File: config.mk
export PLATFORM = sky130hd
export DESIGN_NAME = control_sequencer
export DESIGN_NICKNAME = d
export VERILOG_FILES = /design/src/rtl/control_sequencer_pkg.sv /design/src/rtl/control_sequencer_instr_decoder.sv /design/src/rtl/control_sequencer.sv
export SDC_FILE = /design/constraint.sdc
export NUM_CORES = 1
export LEC_CHECK = 0
export CAP_MARGIN = 20
export CORE_ASPECT_RATIO = 0.8
export CORE_MARGIN = 1
export CORE_UTILIZATION = 55
export DETAILED_ROUTE_END_ITERATION = 10
export PLACE_DENSITY = 0.82
export SYNTH_ARGS = -nofsm -noshare
export SYNTH_HDL_FRONTEND = slang
export SYNTH_HIERARCHICAL = 1
export SYNTH_SLANG_ARGS = --single-unit
File: constraint.sdc
create_clock -name clock -period 5.2 [get_ports clock]
set_clock_uncertainty 0.05 [all_clocks]
set_input_delay 0.78 -clock clock [delete_from_list [all_inputs] [get_ports clock]]
set_output_delay 0.78 -clock clock [all_outputs]
set_load 0.05 [all_outputs]
File: src/rtl/control_sequencer_pkg.sv
// -----------------------------------------------------------------------------
// control_sequencer_pkg
// Shared definitions for the control sequencer: the FSM state type, the
// opcode constants, the ALU function-select codes and the idle control word.
// The optional CBZ support is selected by the CBZ_EN macro. That macro is
// used in instr_decoder; this package only holds the CBZ opcode constant.
// -----------------------------------------------------------------------------
package control_sequencer_pkg;

    typedef enum logic [1:0] {
        ST_FETCH   = 2'd0,
        ST_EXEC    = 2'd1,
        ST_LOAD_WB = 2'd2,
        ST_HALT    = 2'd3
    } state_t;

    // 11-bit major opcodes (ir[31:21])
    localparam logic [10:0] OP_ADD  = 11'b10001011000;
    localparam logic [10:0] OP_SUB  = 11'b11001011000;
    localparam logic [10:0] OP_AND  = 11'b10001010000;
    localparam logic [10:0] OP_ORR  = 11'b10101010000;
    localparam logic [10:0] OP_EOR  = 11'b11001010000;
    localparam logic [10:0] OP_LSL  = 11'b11010011011;
    localparam logic [10:0] OP_LSR  = 11'b11010011010;
    localparam logic [10:0] OP_LDUR = 11'b11111000010;
    localparam logic [10:0] OP_STUR = 11'b11111000000;
    // Shorter opcodes for the immediate and branch formats
    localparam logic [9:0]  OP_ADDI = 10'b1001000100;   // ir[31:22]
    localparam logic [7:0]  OP_CBZ  = 8'b10110100;      // ir[31:24]

    // ALU function select
    localparam logic [4:0] FS_AND = 5'b00000;
    localparam logic [4:0] FS_ORR = 5'b00100;
    localparam logic [4:0] FS_ADD = 5'b01000;
    localparam logic [4:0] FS_SUB = 5'b01011;
    localparam logic [4:0] FS_EOR = 5'b01100;
    localparam logic [4:0] FS_LSL = 5'b10000;
    localparam logic [4:0] FS_LSR = 5'b10100;

    typedef struct packed {
        logic [4:0]  da;
        logic [4:0]  sa;
        logic [4:0]  sb;
        logic        w;
        logic [63:0] k;
        logic        bs;
        logic [4:0]  fs;
        logic        write;
        logic        selen;
    } ctrl_t;

    // Idle control word: nothing written, ALU result selected onto the bus
    localparam ctrl_t CTRL_DEFAULT = '{
        da: 5'd0, sa: 5'd0, sb: 5'd0, w: 1'b0, k: 64'd0,
        bs: 1'b0, fs: 5'd0, write: 1'b0, selen: 1'b1
    };

    // ALU function for the three-register formats
    function automatic logic [4:0] rtype_fs(input logic [10:0] op);
        case (op)
            OP_SUB:  return FS_SUB;
            OP_AND:  return FS_AND;
            OP_ORR:  return FS_ORR;
            OP_EOR:  return FS_EOR;
            default: return FS_ADD;
        endcase
    endfunction

endpackage

File: src/rtl/control_sequencer_instr_decoder.sv
// -----------------------------------------------------------------------------
// instr_decoder
// Purely combinational decode of a latched instruction word into a datapath
// control word.
//   ir      : in   32  latched instruction word
//   ctrl    : out  control word for the EXEC cycle
//   illegal : out  opcode not supported, and the sequencer must halt
//   is_ldur : out  load, which needs a write-back cycle
//   is_cbz  : out  conditional branch; this output is only active when
//                  CBZ_EN is defined, and CBZ decodes as illegal otherwise
// -----------------------------------------------------------------------------
module instr_decoder
    import control_sequencer_pkg::*;
(
    input  logic [31:0] ir,
    output ctrl_t       ctrl,
    output logic        illegal,
    output logic        is_ldur,
    output logic        is_cbz
);

    logic [10:0] op11;
    logic [63:0] imm9_sext;

    assign op11      = ir[31:21];
    assign imm9_sext = {{55{ir[20]}}, ir[20:12]};

    always_comb begin
        ctrl    = CTRL_DEFAULT;
        illegal = 1'b0;
        is_ldur = 1'b0;
        is_cbz  = 1'b0;
        if (ir[31:22] == OP_ADDI) begin
            ctrl.da = ir[4:0];
            ctrl.sa = ir[9:5];
            ctrl.k  = {52'd0, ir[21:10]};
            ctrl.bs = 1'b1;
            ctrl.fs = FS_ADD;
            ctrl.w  = 1'b1;
        end
`ifdef CBZ_EN
        else if (ir[31:24] == OP_CBZ) begin
            // Pass Rt through the ALU (OR with zero), so that the datapath
            // raises Z for the branch decision.
            ctrl.sa = ir[4:0];
            ctrl.bs = 1'b1;
            ctrl.fs = FS_ORR;
            is_cbz  = 1'b1;
        end
`endif
        else begin
            case (op11)
                OP_ADD, OP_SUB, OP_AND, OP_ORR, OP_EOR: begin
                    ctrl.da = ir[4:0];
                    ctrl.sa = ir[9:5];
                    ctrl.sb = ir[20:16];
                    ctrl.fs = rtype_fs(op11);
                    ctrl.w  = 1'b1;
                end
                OP_LSL, OP_LSR: begin
                    ctrl.da = ir[4:0];
                    ctrl.sa = ir[9:5];
                    ctrl.k  = {58'd0, ir[15:10]};
                    ctrl.bs = 1'b1;
                    ctrl.fs = (op11 == OP_LSL) ? FS_LSL : FS_LSR;
                    ctrl.w  = 1'b1;
                end
                OP_LDUR: begin
                    // The address phase has W=0. The sequencer raises W in
                    // the write-back cycle.
                    ctrl.da    = ir[4:0];
                    ctrl.sa    = ir[9:5];
                    ctrl.k     = imm9_sext;
                    ctrl.bs    = 1'b1;
                    ctrl.fs    = FS_ADD;
                    ctrl.selen = 1'b0;
                    is_ldur    = 1'b1;
                end
                OP_STUR: begin
                    ctrl.sa    = ir[9:5];
                    ctrl.sb    = ir[4:0];
                    ctrl.k     = imm9_sext;
                    ctrl.bs    = 1'b1;
                    ctrl.fs    = FS_ADD;
                    ctrl.write = 1'b1;
                end
                default: illegal = 1'b1;
            endcase
        end
    end

endmodule

File: src/rtl/control_sequencer.sv
// -----------------------------------------------------------------------------
// control_sequencer
// Multi-cycle instruction sequencer: FETCH -> EXEC (-> LOAD_WB) -> FETCH.
// An unsupported opcode leads to an absorbing HALT state.
//   clock          : in   rising-edge clock
//   reset          : in   asynchronous, active-low reset
//   instr[31:0]    : in   instruction at pc (combinational ROM read)
//   status[3:0]    : in   datapath flags {V,C,N,Z}
//   pc[63:0]       : out  current instruction address
//   DA/SA/SB[4:0]  : out  register selects
//   W, K[63:0], BS : out  register write, constant, B-operand select
//   FS[4:0]        : out  ALU function
//   write, selEN   : out  memory write, bus source (1 = ALU)
//   halted         : out  in HALT
// Optional feature: define CBZ_EN to support CBZ (otherwise it halts).
// -----------------------------------------------------------------------------
module control_sequencer
    import control_sequencer_pkg::*;
#(
    parameter logic [63:0] RESET_PC = 64'd0
) (
    input  logic        clock,
    input  logic        reset,
    input  logic [31:0] instr,
    input  logic [3:0]  status,
    output logic [63:0] pc,
    output logic [4:0]  DA,
    output logic [4:0]  SA,
    output logic [4:0]  SB,
    output logic        W,
    output logic [63:0] K,
    output logic        BS,
    output logic [4:0]  FS,
    output logic        write,
    output logic        selEN,
    output logic        halted
);

    state_t      state_reg, state_next;
    logic [63:0] pc_reg, pc_next;
    logic [31:0] ir_reg, ir_next;
    ctrl_t       dec_ctrl, ctrl_out;
    logic        dec_illegal, dec_ldur, dec_cbz;
    logic [63:0] pc_plus4, branch_target;
    logic        unused_status;

    instr_decoder u_decoder (
        .ir      (ir_reg),
        .ctrl    (dec_ctrl),
        .illegal (dec_illegal),
        .is_ldur (dec_ldur),
        .is_cbz  (dec_cbz)
    );

    assign pc_plus4      = pc_reg + 64'd4;
    // The word offset in ir[23:5] is sign-extended and scaled to bytes.
    assign branch_target = pc_reg + {{43{ir_reg[23]}}, ir_reg[23:5], 2'b00};
    assign unused_status = ^status[3:1];

    always_ff @(posedge clock or negedge reset) begin
        if (!reset) begin
            state_reg <= ST_FETCH;
            pc_reg    <= RESET_PC;
            ir_reg    <= 32'd0;
        end else begin
            state_reg <= state_next;
            pc_reg    <= pc_next;
            ir_reg    <= ir_next;
        end
    end

    always_comb begin
        state_next = state_reg;
        pc_next    = pc_reg;
        ir_next    = ir_reg;
        ctrl_out   = CTRL_DEFAULT;
        case (state_reg)
            ST_FETCH: begin
                ir_next    = instr;
                state_next = ST_EXEC;
            end
            ST_EXEC: begin
                if (dec_illegal) begin
                    // pc stays on the offending instruction
                    state_next = ST_HALT;
                end else begin
                    ctrl_out = dec_ctrl;
                    if (dec_ldur) begin
                        state_next = ST_LOAD_WB;
                    end else begin
                        state_next = ST_FETCH;
                        pc_next    = (dec_cbz && status[0]) ? branch_target
                                                            : pc_plus4;
                    end
                end
            end
            ST_LOAD_WB: begin
                ctrl_out   = dec_ctrl;
                ctrl_out.w = 1'b1;
                state_next = ST_FETCH;
                pc_next    = pc_plus4;
            end
            ST_HALT: begin
                state_next = ST_HALT;
            end
            default: state_next = ST_FETCH;
        endcase
    end

    // The outputs are decoded from the state, so the asynchronous reset
    // reaches them without any clock edge.
    assign pc     = pc_reg;
    assign DA     = ctrl_out.da;
    assign SA     = ctrl_out.sa;
    assign SB     = ctrl_out.sb;
    assign W      = ctrl_out.w;
    assign K      = ctrl_out.k;
    assign BS     = ctrl_out.bs;
    assign FS     = ctrl_out.fs;
    assign write  = ctrl_out.write;
    assign selEN  = ctrl_out.selen;
    assign halted = (state_reg == ST_HALT);

endmodule

# Word-level counts from Yosys, hierarchy flattened
# Cells that the tools add are included.
op_classes:
  add_sub_neg: 1
  n_reduce_logical: 9
  n_eq_ne: 15
  mux: 26
ops:
  columns: ["cell", "count"]
  rows:
  - ["case mux 88 bit (2 select lines)", 1]
  - ["case mux 65 bit (2 select lines)", 1]
  - ["2-to-1 mux 64 bit", 2]
  - ["case mux 64 bit (2 select lines)", 1]
  - ["equality test 11 bit, second input constant", 9]
  - ["2-to-1 mux 88 bit", 1]
  - ["2-to-1 mux 71 bit", 1]
  - ["adder 64 x 3 -> 64 bit, second input constant", 1]
  - ["case mux 4 bit (4 select lines)", 1]
  - ["2-to-1 mux 5 bit", 3]
  - ["case mux 5 bit (3 select lines)", 1]
  - ["equality test 10 bit, second input constant", 1]
  - ["2-to-1 mux 10 bit", 1]
  - ["case mux 5 bit (2 select lines)", 1]
  - ["OR reduction 9 bit", 1]
  - ["case mux 2 bit (4 select lines)", 1]
  - ["OR reduction 8 bit", 1]
  - ["2-to-1 mux 1 bit", 7]
  - ["OR reduction 7 bit", 1]
  - ["2-to-1 mux 2 bit", 3]
  - ["OR reduction 5 bit", 1]
  - ["equality test 2 bit, second input constant", 2]
  - ["!= test 2 bit, second input constant", 2]
  - ["OR reduction 2 bit", 2]
  - ["5 further kinds", 5]
word_totals:
  regBits: 98
  output_inout_bits: 153

# Depth between registers and ports, before layout
depth:
  depth_word: 6
  ltp_mapped: 12
  ltp_nobuf: 11

# Hierarchy
# Netlist, hierarchy kept.
by_module_without_submodules:
  columns: ["mod", "n_inst", "cells_per_inst", "area_per_inst_um2"]
  rows:
  - ["control_sequencer", 1, 1224, 9460.3]
  - ["instr_decoder", 1, 126, 958.4]

# Worst setup path before layout
# No wires, ideal clock.
synth_timing:
  kind: "flip-flop to output port"
  start: "register ir_reg[23]"
  end: "output FS[4]"
  path_stages_with_launch: 10
  path_buffers: 3
  slack_ps: 1028
  arrival_ps: 3342
  path_cell_list: "dfrtp_1 or4b_4 nor3_4 buf_6 nor3_1 nor2b_1 o21a_1 clkbuf_1 clkbuf_1 and2_1"
synth_between:
  elab_chain_len: 6
synth_lines:
  columns: ["item", "line", "text"]
  rows:
  - ["from (decl)", "control_sequencer.sv:41", "logic [31:0] ir_reg, ir_next;"]
  - ["from (signal assigned)", "control_sequencer.sv:68", "ir_reg <= ir_next;"]
  - ["equality test 11 bit", "control_sequencer_instr_decoder.sv:52", "case (op11)"]
  - ["OR reduction 9 bit (no source line)", null, null]
  - ["2-to-1 mux 1 bit", "control_sequencer_instr_decoder.sv:52", null]
  - ["2-to-1 mux 1 bit (*)", "control_sequencer_instr_decoder.sv:33", "if (ir[31:22] == OP_ADDI) begin"]
  - ["named net dec_illegal", "control_sequencer.sv:43", "logic dec_illegal, dec_ldur, dec_cbz;"]
  - ["2-to-1 mux 88 bit (*)", "control_sequencer.sv:83", "if (dec_illegal) begin"]
  - ["case mux 88 bit (2 select lines) (*)", "control_sequencer.sv:77", "case (state_reg)"]
  - ["to (decl)", "control_sequencer.sv:33", "output logic [4:0] FS,"]
# Mark *: on every way through the listed nets, which the timed path passes. The rest lies on a longest branch.

# Final worst setup path
layout_timing:
  start: "register ir_reg[21]"
  end: "output SB[4]"
layout_between:
  elab_chain_len: 6
layout_lines:
  columns: ["item", "line", "text"]
  rows:
  - ["equality test 11 bit", "control_sequencer_instr_decoder.sv:52", null]
  - ["OR reduction 9 bit (no source line) (*)", null, null]
  - ["2-to-1 mux 1 bit (*)", "control_sequencer_instr_decoder.sv:52", null]
  - ["2-to-1 mux 1 bit (*)", "control_sequencer_instr_decoder.sv:33", null]
  - ["named net dec_illegal", "control_sequencer.sv:43", null]
  - ["2-to-1 mux 88 bit (*)", "control_sequencer.sv:83", null]
  - ["case mux 88 bit (2 select lines) (*)", "control_sequencer.sv:77", null]
  - ["to (decl)", "control_sequencer.sv:29", "output logic [4:0] SB,"]
# Marks and branches as above.

==> impl_metrics.json <==
{
  "avgRoutedWirePerCell_um": 19.13,
  "ys_seq_area_frac": 0.2306,
  "cp-start-kind": "flip-flop",
  "hold_path_class": "in2async",
  "cts_root_buf": "clkbuf_16",
  "grt_pass1_wl_um": 51670,
  "path_clk_slew_ns": 0.08,
  "critPathMaxStageDelay_ns": 0.81,
  "outcome": "finished, violations left",
  "antenna_found_initial": 0,
  "drt-met1-wl_um": 14790,
  "cts_max_level": 3,
  "min_period_ns": 4.856,
  "cts.sinks": 96,
  "synthArstFlopShare": 1.000,
  "cts_buffers": 9,
  "pin_count": 191,
  "tns_ns": 0,
  "grt_max_degree": 86,
  "critPathRequiredTime_ns": 4.37,
  "initial_core_util": 0.5683,
  "synthToLayoutAreaGrowth_pct": 17.57,
  "placement_rows": 44,
  "drive_above_1_share": 0.07612,
  "dp_hpwl_um": 23570,
  "critical_path_class": "reg2out",
  "critical-path-slowest-cell": "clkdlybuf4s50_1",
  "largest_reg_flops": 62,
  "worstPathMaxFanout": 50,
  "yosys_warnings": 6,
  "cts_setup_buffers": 0,
  "drt-initial-drc-count": 1015,
  "cts_tree": "done",
  "synth-edff-count": 0,
  "final_max_slew_viol_count": 155,
  "synth.avg_cell_area_um2": 7.718,
  "ys_ff_latch": 96,
  "drt_first_pass_iters": 6,
  "synth_top_area_share": 0.2306,
  "gr-total-overflow": 0,
  "relSlewSlack": -2.021,
  "wl_met2_um": 14260,
  "routed_wl_um": 32240,
  "worstSkewPairLatency_ns": 0.36,
  "synth_most_common_cell": "a21oi_1",
  "syn_area_mm2": 0.01042,
  "synth_area_leader_cell": "dfrtp_1",
  "num-nets-final": 1533,
  "diodes": 0,
  "drc": 0,
  "drtAntennaViolNets": 0,
  "port_buffers": 185,
  "dr.max_layer_used": "met4",
  "setup_viol": 0,
  "synth_area_leaders": "dfrtp_1 23%, ha_1 8.0%, a21oi_1 7.4%, and2_1 5.5%, o21ai_0 4.8%",
  "cp_cell_sequence": "nor4b_2 -> and3_2 -> nor3_1 -> nor2b_1 -> o21a_2 -> buf_4 -> and2_1 -> clkdlybuf4s50_1",
  "track_usage": 0.3287,
  "fp.dieH_um": 125.1,
  "gp_congestion": 0.9734,
  "postCtsResizedCells": 0,
  "max-cap-violations": 0,
  "ys.flop_type": "dfrtp_1",
  "failed_checks": "slew limit",
  "end_kind": "output pin",
  "die-area_mm2": 0.01950,
  "vias": 10636,
  "grt_pass1_vias": 9691,
  "hold_viol_final": 0,
  "period_share": 0.9338,
  "rsz0062_at_grt": "no",
  "worst_slew_pin_slew_ns": 4.531,
  "core_area_mm2": 0.01833,
  "postCtsHoldBufs": 0,
  "syn_inst": 1350,
  "cts_buffer_depth": 2,
  "synth.distinct_cells": 86,
  "max_freq_mhz": 205.9,
  "dieWidth_um": 155.9,
  "cp.arrival_ns": 4.03,
  "synth.top_cells.by_count": "155 x a21oi_1, 105 x nand2_1, 99 x o21ai_0, 96 x dfrtp_1, 91 x and2_1",
  "via_per_inst": 6.312,
  "wl_met3_um": 2737
}
[layout by cell type, fill, tap and decap left out, types with 30 or more instances in the layout]
cell type / instances
nand3_1: 47
nand4_1: 36
nor2_1: 89
clkdlybuf4s50_1: 184
and2_1: 91
o21ai_0: 99
xnor2_1: 33
dfrtp_1: 96
ha_1: 67
a21oi_1: 155
mux2_2: 34
nor3_1: 32
nand2_1: 105
inv_1: 30
[cells by family (layout without fill, tap and decap cells)]
group	after synthesis	count (layout)	share of synthesized area
AND/OR/NAND/NOR	490	490	0.2558
AO/OA/AOI/OAI	443	443	0.2648
buffers and inverters	159	240	0.07974
flip-flops	96	96	0.2306
adder cells (fa/ha/maj)	68	68	0.08238
XOR/XNOR	54	54	0.04540
multiplexers	38	38	0.04059
other	2	3	0.0007208
[cell type report]
type / count / area [µm²]
clock buffers: 9 / 225.2
clock inverters: 7 / 66.31
repair buffers: 194 / 1917
flip-flops and latches: 96 / 2402
well taps: 253 / 316.6
multi-input cells: 1096 / 7209
inverters: 30 / 112.6
fillers: 1620 / 6083
[worst max-delay path: cells and delay by family (launching register included)]
family	cells	cell delay, ns
AND/OR/NAND/NOR	5	1.48
flip-flops	1	0.48
buffers and inverters	2	1.12
AO/OA/AOI/OAI	1	0.57
[per-stage QoR]
step | setup WS (ns) | hold slack, ns | instances | area [µm²] | util
finish | 0.3443 | 0.4881 | 1685 | 12250 | 0.6682
global route | 0.1302 | 0.5226 | 1685 | 12250 | 0.6682
CTS | 0.1451 | 0.5044 | 1685 | 12240 | 0.6678
detailed placement | 0.5539 | 0.4883 | 1669 | 11950 | 0.6519
global placement | 0.7106 | 0.4845 | 1669 | 11950 | 0.6519
floorplan | 1.028 | 0.4298 | 1351 | 10420 | -
[worst paths after layout]
check                           startpoint        end  slack (ns)  cells after the start
worst max register to register  ir_reg[23]     pc[63]        1.40                     11
max in group asynchronous            reset  ir_reg[7]        3.64                      2
min in group clock               ir_reg[9]  ir_reg[9]        0.51                      1
worst min-delay path                 reset     pc[52]        0.49                      1
worst min register to register   ir_reg[9]  ir_reg[9]        0.51                      1
worst max-delay path            ir_reg[21]      SB[4]        0.34                      8
[layer usage]
layer	global-route usage	up-vias
met5	0	-
met4	0.07439	0
met3	0.04575	45
met2	0.5029	497
met1	0.4866	5035
li1	-	5059
Power is left out: the tool's default activity adds up to more than one toggle a clock period on the data nets, which glitch-free logic cannot reach.
